<file path="config.mk">
export PLATFORM = sky130hd
export DESIGN_NAME = add_step2_stage
export DESIGN_NICKNAME = d
export VERILOG_FILES = /design/src/rtl/add_step2_stage.sv
export SDC_FILE = /design/constraint.sdc
export NUM_CORES = 1
export LEC_CHECK = 0
export BUFFER_PORTS_ARGS = -buffer_cell sky130_fd_sc_hd__clkbuf_2
export CORE_UTILIZATION = 40
export DETAILED_ROUTE_END_ITERATION = 7
export PLACE_DENSITY = 0.6
export SYNTH_ARGS = -nofsm -noshare
export SYNTH_HDL_FRONTEND = slang
export SYNTH_SLANG_ARGS = --single-unit
export TNS_END_PERCENT = 1
</file>
<file path="constraint.sdc">
create_clock -name clk -period 2.9 [get_ports clk]
set_input_delay 0 -clock clk [delete_from_list [all_inputs] [get_ports clk]]
set_output_delay 0 -clock clk [all_outputs]
set_load 0.01 [all_outputs]
</file>
<file path="src/rtl/add_step2_stage.sv">
// FP add step 2: signed-magnitude add/subtract of aligned fractions, registered behind a 2-entry skid buffer.
// Define ADD_STEP2_BYPASS_EN to let an idle, unstalled stage pass the result through combinationally.
module add_step2_stage #(
  parameter int FRAC_W = 26,
  parameter int EXP_W  = 8
) (
  input  logic              clk,
  input  logic              rst,
  input  logic              valid_in,
  output logic              ready_out,
  input  logic              sign1,
  input  logic              sign2,
  input  logic [EXP_W-1:0]  exponent_max_in,
  input  logic [FRAC_W-1:0] frac1,
  input  logic [FRAC_W-1:0] frac2,
  input  logic [2:0]        frm_in,
  input  logic              ovf_in,
  input  logic              unf_in,
  input  logic              dz_in,
  input  logic              inv_in,
  output logic              valid_out,
  input  logic              ready_in,
  output logic              sign_out,
  output logic [EXP_W-1:0]  exponent_max_out,
  output logic [FRAC_W-1:0] frac_out,
  output logic              carry_out,
  output logic [2:0]        frm_out,
  output logic              ovf_out,
  output logic              unf_out,
  output logic              dz_out,
  output logic              inv_out
);

  localparam int PW = 1 + EXP_W + 1 + FRAC_W + 3 + 4;

  logic [FRAC_W:0]   sum_full;
  logic              res_sign;
  logic              res_carry;
  logic [FRAC_W-1:0] res_frac;
  logic [PW-1:0]     in_payload;
  logic [PW-1:0]     out_payload;

  logic [PW-1:0] main_reg, main_next;
  logic [PW-1:0] skid_reg, skid_next;
  logic [1:0]    count_reg, count_next;

  logic bypass;
  logic accept_store;
  logic emit_stored;

  assign sum_full = {1'b0, frac1} + {1'b0, frac2};

  always_comb begin
    res_sign  = sign1;
    res_carry = sum_full[FRAC_W];
    res_frac  = sum_full[FRAC_W-1:0];
    if (sign1 != sign2) begin
      res_carry = 1'b0;
      if (frac1 > frac2) begin
        res_frac = frac1 - frac2;
        res_sign = sign1;
      end else if (frac2 > frac1) begin
        res_frac = frac2 - frac1;
        res_sign = sign2;
      end else begin
        // Exact cancellation yields -0 only when rounding down.
        res_frac = '0;
        res_sign = (frm_in == 3'b010);
      end
    end
  end

  assign in_payload = {res_sign, exponent_max_in, res_carry, res_frac,
                       frm_in, ovf_in, unf_in, dz_in, inv_in};

`ifdef ADD_STEP2_BYPASS_EN
  assign bypass = (count_reg == 2'd0) && valid_in && ready_in;
`else
  assign bypass = 1'b0;
`endif

  // ready_out comes only from registered state, never from ready_in.
  assign ready_out    = (count_reg != 2'd2);
  assign accept_store = valid_in && ready_out && !bypass;
  assign emit_stored  = (count_reg != 2'd0) && ready_in;

  always_comb begin
    main_next  = main_reg;
    skid_next  = skid_reg;
    count_next = count_reg;
    case (count_reg)
      2'd0: begin
        if (accept_store) begin
          main_next  = in_payload;
          count_next = 2'd1;
        end
      end
      2'd1: begin
        if (accept_store && emit_stored) begin
          main_next = in_payload;
        end else if (accept_store) begin
          skid_next  = in_payload;
          count_next = 2'd2;
        end else if (emit_stored) begin
          count_next = 2'd0;
        end
      end
      2'd2: begin
        if (emit_stored) begin
          main_next  = skid_reg;
          count_next = 2'd1;
        end
      end
      default: count_next = 2'd0;
    endcase
  end

  always_ff @(posedge clk) begin
    if (rst) begin
      main_reg  <= '0;
      skid_reg  <= '0;
      count_reg <= 2'd0;
    end else begin
      main_reg  <= main_next;
      skid_reg  <= skid_next;
      count_reg <= count_next;
    end
  end

  assign valid_out   = bypass || (count_reg != 2'd0);
  assign out_payload = bypass ? in_payload : main_reg;

  assign {sign_out, exponent_max_out, carry_out, frac_out,
          frm_out, ovf_out, unf_out, dz_out, inv_out} = out_payload;

endmodule
</file>
==> results of run 1 <==
-- layer usage --
metal	vias to the layer above	track usage, %
li1	4522	-
met1	4187	38.6
met2	369	44.1
met3	38	3.35
met4	0	7.81
met5	-	0
-- Yosys cell counts, types with 8 or more instances --
master and count:
o211ai_1 9, a311oi_1 30, o21a_1 11, o31ai_1 14, clkbuf_1 58, ha_1 78
nor3_1 21, a22oi_1 9, o21ai_0 78, nand2b_1 8, dfxtp_1 88, nor2b_1 8
xnor2_1 22, o22ai_1 8, a221o_1 15, nand4_1 15, nand2_1 119, a221oi_1 8
o21bai_1 17, or3_1 20, a31oi_1 22, o221ai_1 18, nor2_1 75, a211oi_1 13
and3_1 8, a21oi_1 105, inv_1 85, nand3_1 18, a21o_1 21
-- layout make-up --
class,instances,area (um^2),share of cell area [%]
clock buffers,12,236,2.24
clock inverters,3,43.8,0.416
inverters,85,319,3.03
multi-input cells,845,5620,53.4
flip-flops and latches,88,1760,16.7
well taps,265,332,3.15
repair buffers,324,2220,21.0
-- power by group --
part / internal, W / switching [W] / total [W]
Sequential: 0.00131 / 0.0000604 / 0.00137
Combinational: 0.000849 / 0.00110 / 0.00195
Clock: 0.000663 / 0.000450 / 0.00111
-- cells by family after synthesis --
logic type,Yosys count
DFF,88
buffers and inverters,156
muxes,1
AOI/OAI and AO/OA,416
xor gates and xnor gates,24
and+or+nand+nor,323
adders and majority gates,81
-- worst max-delay path: cells and delay by family --
kind            cells  cell delay, ps
simple gates        1             220
fa+ha+maj           1             390
buf+inv             3             300
compound gates      8            2110
-- what timing repair did --
item / CTS / global route
hold buffers: 16 / 0
resized for setup: 0 / 2
setup buffers: 0 / 0
endpoints found under the hold margin: 31 / 0
endpoints found under the setup margin: 0 / 8
-- worst paths after layout --
kind / start / end / slack [ps] / cells past startpoint
min: valid_in / count_reg[0]$_SDFFE_PP0P_ / 40 / 5
max: frac1[2] / skid_reg[33]$_SDFFE_PP0P_ / 100 / 13
max reg2reg: count_reg[1]$_SDFFE_PP0P_ / main_reg[17]$_SDFFE_PP0P_ / 800 / 7
min reg2reg: skid_reg[34]$_SDFFE_PP0P_ / skid_reg[34]$_SDFFE_PP0P_ / 450 / 2
-- per-stage QoR --
stage,hold WS [ps],cell area [um^2]
2_1_floorplan,79.3,7970
3_3_place_gp,245,10100
3_5_place_dp,247,10100
4_1_cts,37.2,10500
5_1_grt,103,10500
6_report,35.5,10500
==> out/metrics.cfg, run 1 <==
[outcome]
status = finished clean

[worst_setup_path]
worstSetupPathType = in2reg
critical-path-max-stage-delay_ps = 430
most_frequent_cp_cell = o21bai_1
critical_path.slowest_cell = a221oi_1
cp_max_fo = 8
timing.critical_path.from_type = input pin
critical_path_required_ps = 3130
cp_cell_sequence = clkbuf_2 > inv_1 > ha_1 > nand2b_1 > a221oi_1 > o21bai_1 > a31oi_1 > buf_4 > o21ai_0 > o31a_1 > o21bai_1 > a21oi_1 > o41ai_1
worstPathArrival_ps = 3040
end_kind = register

[die]
design.portCount = 118
design.die.area_mm2 = 0.0205
dieWidth_um = 143
initial_core_util_pct = 40.8
std_cell_rows = 51
die-height_um = 143
core_mm2 = 0.0195

[placed_design]
dpl_worst_slack_ps = -181
numPortBuffers = 117
final_gp_congestion = 0.953
dpl.cell_count = 1591
place.detailed.hpwl_um = 22100

[routing]
drc = 0
vias = 9116
met2RoutedLength_um = 12500
drt_via_density = 5.62
drt_total_wl_um = 28000
drt_first_pass_iters = 6
met1_length_um = 13100
route.top_layer_used = met4
wire_per_inst_um = 17.3
detail_route.iter0.violations = 890
met3_length_um = 1900
route.antenna.remaining_nets = 0

[clock_network]
clkSinkCount = 88
maximum_buffer_depth_of_the_clock_tree = 2
cts_inserted_buffers = 9
tritoncts = built
htree_num_levels = 3
clk_root_buffer_cell = clkbuf_16
worstSkewPairLatency_ps = 340
clkSlewWorstSetupHoldPaths_ps = 60

[global_route]
pin_count_of_the_biggest_net_entering_global_routing = 59
number_of_global_route_vias_before_repair = 8137
number_of_antenna_violations_at_the_first_check_in_global_routing = 0
overflow = 0
grt_overall_usage_pct = 27.6
grt_pass1_wl_um = 44100

[timing]
fin_tns_setup_ps = 0
postLayoutSetupSlackWorst_ps = 97.6
drv_slew = 0
final.period_utilization_pct = 96.6
final-hold-violation-count = 0
worst-slew-pin-transition_ps = 779
max_freq_ghz = 0.357
setup_viol = 0
slew_headroom_pct = 47.4
finalWorstPathRequiredPeriod_ps = 2800
skew_ps = 7.19

[finish]
nNetsFinal = 1507
utilization_after_layout_pct = 53.9
final_layout_size_suffix_gt1_share_pct = 25.4
most_frequent_cells_in_the_layout = buf_4, nand2_1, clkbuf_2
layout_commonest_cell = buf_4
layout-area-overhead-vs-synth_pct = 32.1
nFillCells = 1995
instances_no_fill = 1622
antenna_cells_inserted = 0

[synthesis]
yosys.area.top_type_share_pct = 22.1
yosysUniqueCellTypes = 71
synthAdderAreaFrac_pct = 13.0
synthesized_area_fraction_occupied_by_and_or_nand_nor_cells_pct = 19.1
number_of_instances_in_the_synthesized_netlist = 1089
synth-compound-area-share_pct = 35.2
post_synth_instance_area_mm2 = 0.00797
synth.yosys.warnings = 0
post_synth_main_area_contributors = dfxtp_1, ha_1, a21oi_1, nand2_1, o21ai_0
postSynthAreaPerCell_um2 = 7.32
mappedNetlistNets = 1243
synth_seq_cells = 88
synth_top_flop_cell = dfxtp_1
post_synth_xor_area_fraction_pct = 2.64
synth_top_area_cell = dfxtp_1
synth_async_sr_flop_share_pct = 0
synth_top_family_by_area = compound AO/OA/AOI/OAI gates
synth_seq_area_share_pct = 22.1
synth_mux_area_share_pct = 0.141
synth-edff-count = 0

[power]
pwr_cell_area_mw_per_mm2 = 420
power_w = 0.00443
p_leak_nw = 4.84
vdd_ir_drop_max_mv = 0.310

[run]
max_cap_viol_count = 0

[hold_path]
hold_class = in2reg

(Power assumes the default switching activity.)
==> run 2: changes to the inputs <==
GPL_ROUTABILITY_DRIVEN = 1   (was not set)
clock period = 2.4 ns   (was 2.9 ns; I/O delays follow)
==> out/metrics.cfg, run 2 (synthesis results as in run 1) <==
[global_route]
pin_count_of_the_biggest_net_entering_global_routing = 59
number_of_global_route_vias_before_repair = 8987
number_of_antenna_violations_at_the_first_check_in_global_routing = 0
grt_overall_usage_pct = 27.9
grt_pass1_wl_um = 45400
overflow = 0

[timing]
skew_ps = 4.11
worst-slew-pin-transition_ps = 649
finalWorstPathRequiredPeriod_ps = 2520
postLayoutSetupSlackWorst_ps = -120
rsz0062_at_grt = yes
final-hold-violation-count = 0
drv_slew = 0
slew_headroom_pct = 56.8
final.period_utilization_pct = 105
max_freq_ghz = 0.397
setup_viol = 32

[finish]
antenna_cells_inserted = 0
instances_no_fill = 1737
most_frequent_cells_in_the_layout = buf_4, nand2_1, clkbuf_2
utilization_after_layout_pct = 60.3
finalInstanceArea_mm2 = 0.0118
final_layout_size_suffix_gt1_share_pct = 35.1
layout-area-overhead-vs-synth_pct = 47.7
nNetsFinal = 1621
layout_commonest_cell = buf_4

[power]
internal_power_w = 0.00364
power.switching_fraction_pct = 36.2
pwr_cell_area_mw_per_mm2 = 484
power_w = 0.00570
power_frac_comb_pct = 47.8
switching_power_w = 0.00206
vdd_ir_drop_max_mv = 0.296
p_leak_nw = 5.45
pwr-share-clk_pct = 23.2
sequentialPowerShare_pct = 29.0

[clock_network]
cts_inserted_buffers = 9
clk_root_buffer_cell = clkbuf_16
htree_num_levels = 3
clkSlewWorstSetupHoldPaths_ps = 60
tritoncts = built
worstSkewPairLatency_ps = 330
clkSinkCount = 88
maximum_buffer_depth_of_the_clock_tree = 2

[routing]
detail_route.iter0.violations = 813
vias = 9634
route.antenna.remaining_nets = 0
drc = 0
drt_total_wl_um = 28800
drt_via_density = 5.55
wire_per_inst_um = 16.6
drt_first_pass_iters = 5

[die]
std_cell_rows = 51
design.portCount = 118
dieWidth_um = 143
die-height_um = 143
initial_core_util_pct = 40.8
design.die.area_mm2 = 0.0205
core_mm2 = 0.0195

[placed_design]
place_area_mm2 = 0.0110
dpl_worst_slack_ps = -711
place.detailed.hpwl_um = 22900
dpl.cell_count = 1703
final_gp_congestion = 0.953
numPortBuffers = 117

[worst_setup_path]
end_kind = register
worstPathArrival_ps = 2710
worstSetupPathType = in2reg
cp_max_fo = 13
timing.critical_path.from_type = input pin
critical_path_required_ps = 2590

[outcome]
violations = setup timing
status = finished with violations

[hold_path]
hold_class = in2reg

[run]
max_cap_viol_count = 0

run 2: cell count changes in the layout (fill, tap and decap cells not counted), moves of 7 or more:
cell and delta:
buf_4 +110, a21oi_1 -11, a21oi_2 +11, o21ai_0 -11, ha_1 -8, o21ai_1 +8, ha_4 +7
run 2: power groups by stage:
stage	registers, W	clock network, W	logic [W]
5_1_grt	0.00166	0.00140	0.00294
2_1_floorplan	0.00171	0	0.00127
4_1_cts	0.00165	0.00134	0.00261
6_report	0.00165	0.00132	0.00272
3_3_place_gp	0.00168	0	0.00249
3_5_place_dp	0.00168	0	0.00251
run 2: metrics by stage:
| stage | setup TNS [ps] | hold WS (ps) |
|---|---|---|
| after floorplan | -7590 | 79.3 |
| after global placement | -24970 | 243 |
| after detailed placement | -27620 | 248 |
| after CTS | -670 | 73.0 |
| after global routing | -6320 | 141 |
| final | -1490 | 73.1 |
run 2: worst max-delay path, stage by stage:
cell and delay (ps):
clkbuf_2 90, inv_1 60, ha_4 300, nand4_1 150, or4_4 590, o211a_1 280
a21o_1 200, and3_4 180, buf_12 150, a221o_1 330, a22oi_2 230, o221ai_1 170
run 2: cell type report:
cell class                      count  area (um^2)
Fill cell                        1885         7750
Multi-Input combinational cell    845         5970
Timing Repair Buffer              438         3110
Sequential cell                    88         1760
Tap cell                          265          332
Inverter                           85          319
Clock buffer                       13          270
Clock inverter                      3         15.0
run 2: path summary, 6_finish.rpt:
path	start	end	slack (ps)	cells past startpoint
max	frac1[9]	main_reg[16]$_SDFFE_PP0P_	-120	12
min	valid_in	count_reg[0]$_SDFFE_PP0P_	70	5
min reg2reg	skid_reg[37]$_SDFFE_PP0P_	skid_reg[37]$_SDFFE_PP0P_	450	2
max reg2reg	count_reg[1]$_SDFFE_PP0P_	main_reg[27]$_SDFFE_PP0P_	520	8
run 2: repair_timing:
item	CTS	global route
setup endpoints to repair	53	56
setup buffers	2	0
gates cloned	0	0
pin swaps	18	9
endpoints found under the hold margin	31	0
resized for setup	40	39
hold buffers	16	0
run 2: metal layers:
metal | vias to the layer above | GRT usage, % | share of wire [%]
met3 | 41 | 2.68 | 6.1
li1 | 4762 | - | -
met5 | - | 0 | 0
met4 | 0 | 9.00 | 2.3
met1 | 4475 | 38.0 | 47
met2 | 356 | 45.9 | 45
==> run 3: changes to the inputs <==
CORE_ASPECT_RATIO = 0.9   (was not set)
==> out/metrics.cfg, run 3 (synthesis results as in run 1) <==
[outcome]
status = finished with violations
violations = setup timing

[die]
die-height_um = 136
design.portCount = 118
design.die.area_mm2 = 0.0205
std_cell_rows = 48
initial_core_util_pct = 41.2
core_mm2 = 0.0193
dieWidth_um = 151

[clock_network]
clk_root_buffer_cell = clkbuf_16
maximum_buffer_depth_of_the_clock_tree = 2
clkSlewWorstSetupHoldPaths_ps = 60
htree_num_levels = 3
tritoncts = built
clkSinkCount = 88
cts_inserted_buffers = 9
worstSkewPairLatency_ps = 330

[global_route]
number_of_global_route_vias_before_repair = 9076
overflow = 0
grt_overall_usage_pct = 29.5
grt_pass1_wl_um = 47500
number_of_antenna_violations_at_the_first_check_in_global_routing = 0
pin_count_of_the_biggest_net_entering_global_routing = 59

[routing]
wire_per_inst_um = 17.7
detail_route.iter0.violations = 677
route.antenna.remaining_nets = 0
drt_first_pass_iters = 5
drt_total_wl_um = 30500
vias = 9721
drc = 0
drt_via_density = 5.66

[finish]
nNetsFinal = 1620
final_layout_size_suffix_gt1_share_pct = 35.4
nFillCells = 1835
layout_commonest_cell = buf_4
layout-area-overhead-vs-synth_pct = 47.0
instances_no_fill = 1719
layout.area.seq_mm2 = 0.00176
most_frequent_cells_in_the_layout = buf_4, clkbuf_2, nand2_1
area_occupied_by_multi_input_gates_mm2 = 0.00599
antenna_cells_inserted = 0

[run]
max_cap_viol_count = 0

[worst_setup_path]
regToRegStartpoint = count_reg[1]$_SDFFE_PP0P_
worstSetupPathType = in2reg
critPathCapture = main_reg[11]$_SDFFE_PP0P_
r2r-end = main_reg[23]$_SDFFE_PP0P_
rrSetupSlack_ps = 440
reg2reg_depth = 7
critical_path_required_ps = 2590
crit_path_start = frac1[0]
timing.critical_path.from_type = input pin
cp_max_fo = 8
end_kind = register
worstPathArrival_ps = 2770

[timing]
postLayoutSetupSlackWorst_ps = -184
fin_worst_hold_slack_ps = 45.9
final-hold-violation-count = 0
drv_slew = 0
slew_headroom_pct = 55.7
fin_tns_setup_ps = -2630
final.period_utilization_pct = 108
skew_ps = 3.58
worst-slew-pin-transition_ps = 665
setup_viol = 39
finalWorstPathRequiredPeriod_ps = 2580
max_freq_ghz = 0.387
rsz0062_at_grt = yes

[power]
p_leak_nw = 5.44
vdd_ir_drop_max_mv = 0.339
pwr_cell_area_mw_per_mm2 = 487

[placed_design]
dpl.cell_count = 1686
numPortBuffers = 117
final_gp_congestion = 0.926
place.detailed.hpwl_um = 24100

[hold_path]
hold_class = in2reg

-- run 3: repair_timing --
item / 4_1_cts / 5_1_grt
hold buffers: 16 / 0
resized for setup: 45 / 30
pin swaps: 13 / 11
buffers inserted: 1 / 2
endpoints found under the setup margin: 55 / 55
endpoints found under the hold margin: 31 / 0
-- run 3: worst min path at each step --
stage                       startpoint                         to  slack, ps  cells past startpoint
finish                        valid_in  count_reg[0]$_SDFFE_PP0P_         50                      5
global route                  valid_in  count_reg[0]$_SDFFE_PP0P_        100                      5
CTS                           valid_in  count_reg[0]$_SDFFE_PP0P_         50                      5
detailed placement  exponent_max_in[2]  skid_reg[36]$_SDFFE_PP0P_        250                      3
global placement    exponent_max_in[7]  skid_reg[41]$_SDFFE_PP0P_        240                      3
floorplan                     ready_in  count_reg[1]$_SDFFE_PP0P_         80                      1
-- run 3: layer usage --
| layer | track usage [%] | wire length (um) | vias up |
|---|---|---|---|
| met1 | 40.9 | 14000 | 4599 |
| met5 | 0 | 0 | - |
| li1 | - | - | 4753 |
| met2 | 47.6 | 13900 | 321 |
| met4 | 7.28 | 678 | 0 |
| met3 | 4.53 | 1870 | 48 |
-- run 3: report_power, final --
| group | switching [W] | internal [W] |
|---|---|---|
| clock | 0.000525 | 0.000776 |
| sequential | 0.0000739 | 0.00158 |
| combinational | 0.00147 | 0.00127 |
| total | 0.00207 | 0.00363 |
-- run 3: critical path: stages --
cell and delay [ps]:
clkbuf_2 110, inv_1 50, ha_2 190, fa_2 350
nand3b_1 210, and2_4 170, o21a_1 200, o211a_1 240
a21o_4 230, and3_4 160, buf_6 140, a221o_1 360
a2111oi_4 300, nor4_1 80
-- run 3: cell type report --
type                    instances  share of cell area [%]
repair buffers                437                    26.1
flip-flops and latches         88                    15.0
well taps                     250                    2.67
clock buffers                  14                    2.34
inverters                      85                    2.72
multi-input cells             845                    51.1
-- run 3: metrics by stage --
| step | cell area, um^2 | utilization (%) | power [W] | setup slack [ps] |
|---|---|---|---|---|
| finish | 11700 | 60.6 | 0.00570 | -184 |
| global route | 11700 | 60.6 | 0.00602 | -332 |
| CTS | 11500 | 59.7 | 0.00561 | -177 |
| detailed placement | 10900 | 56.5 | 0.00422 | -888 |
| global placement | 10900 | 56.5 | 0.00420 | -861 |
| floorplan | 8020 | - | 0.00298 | -258 |
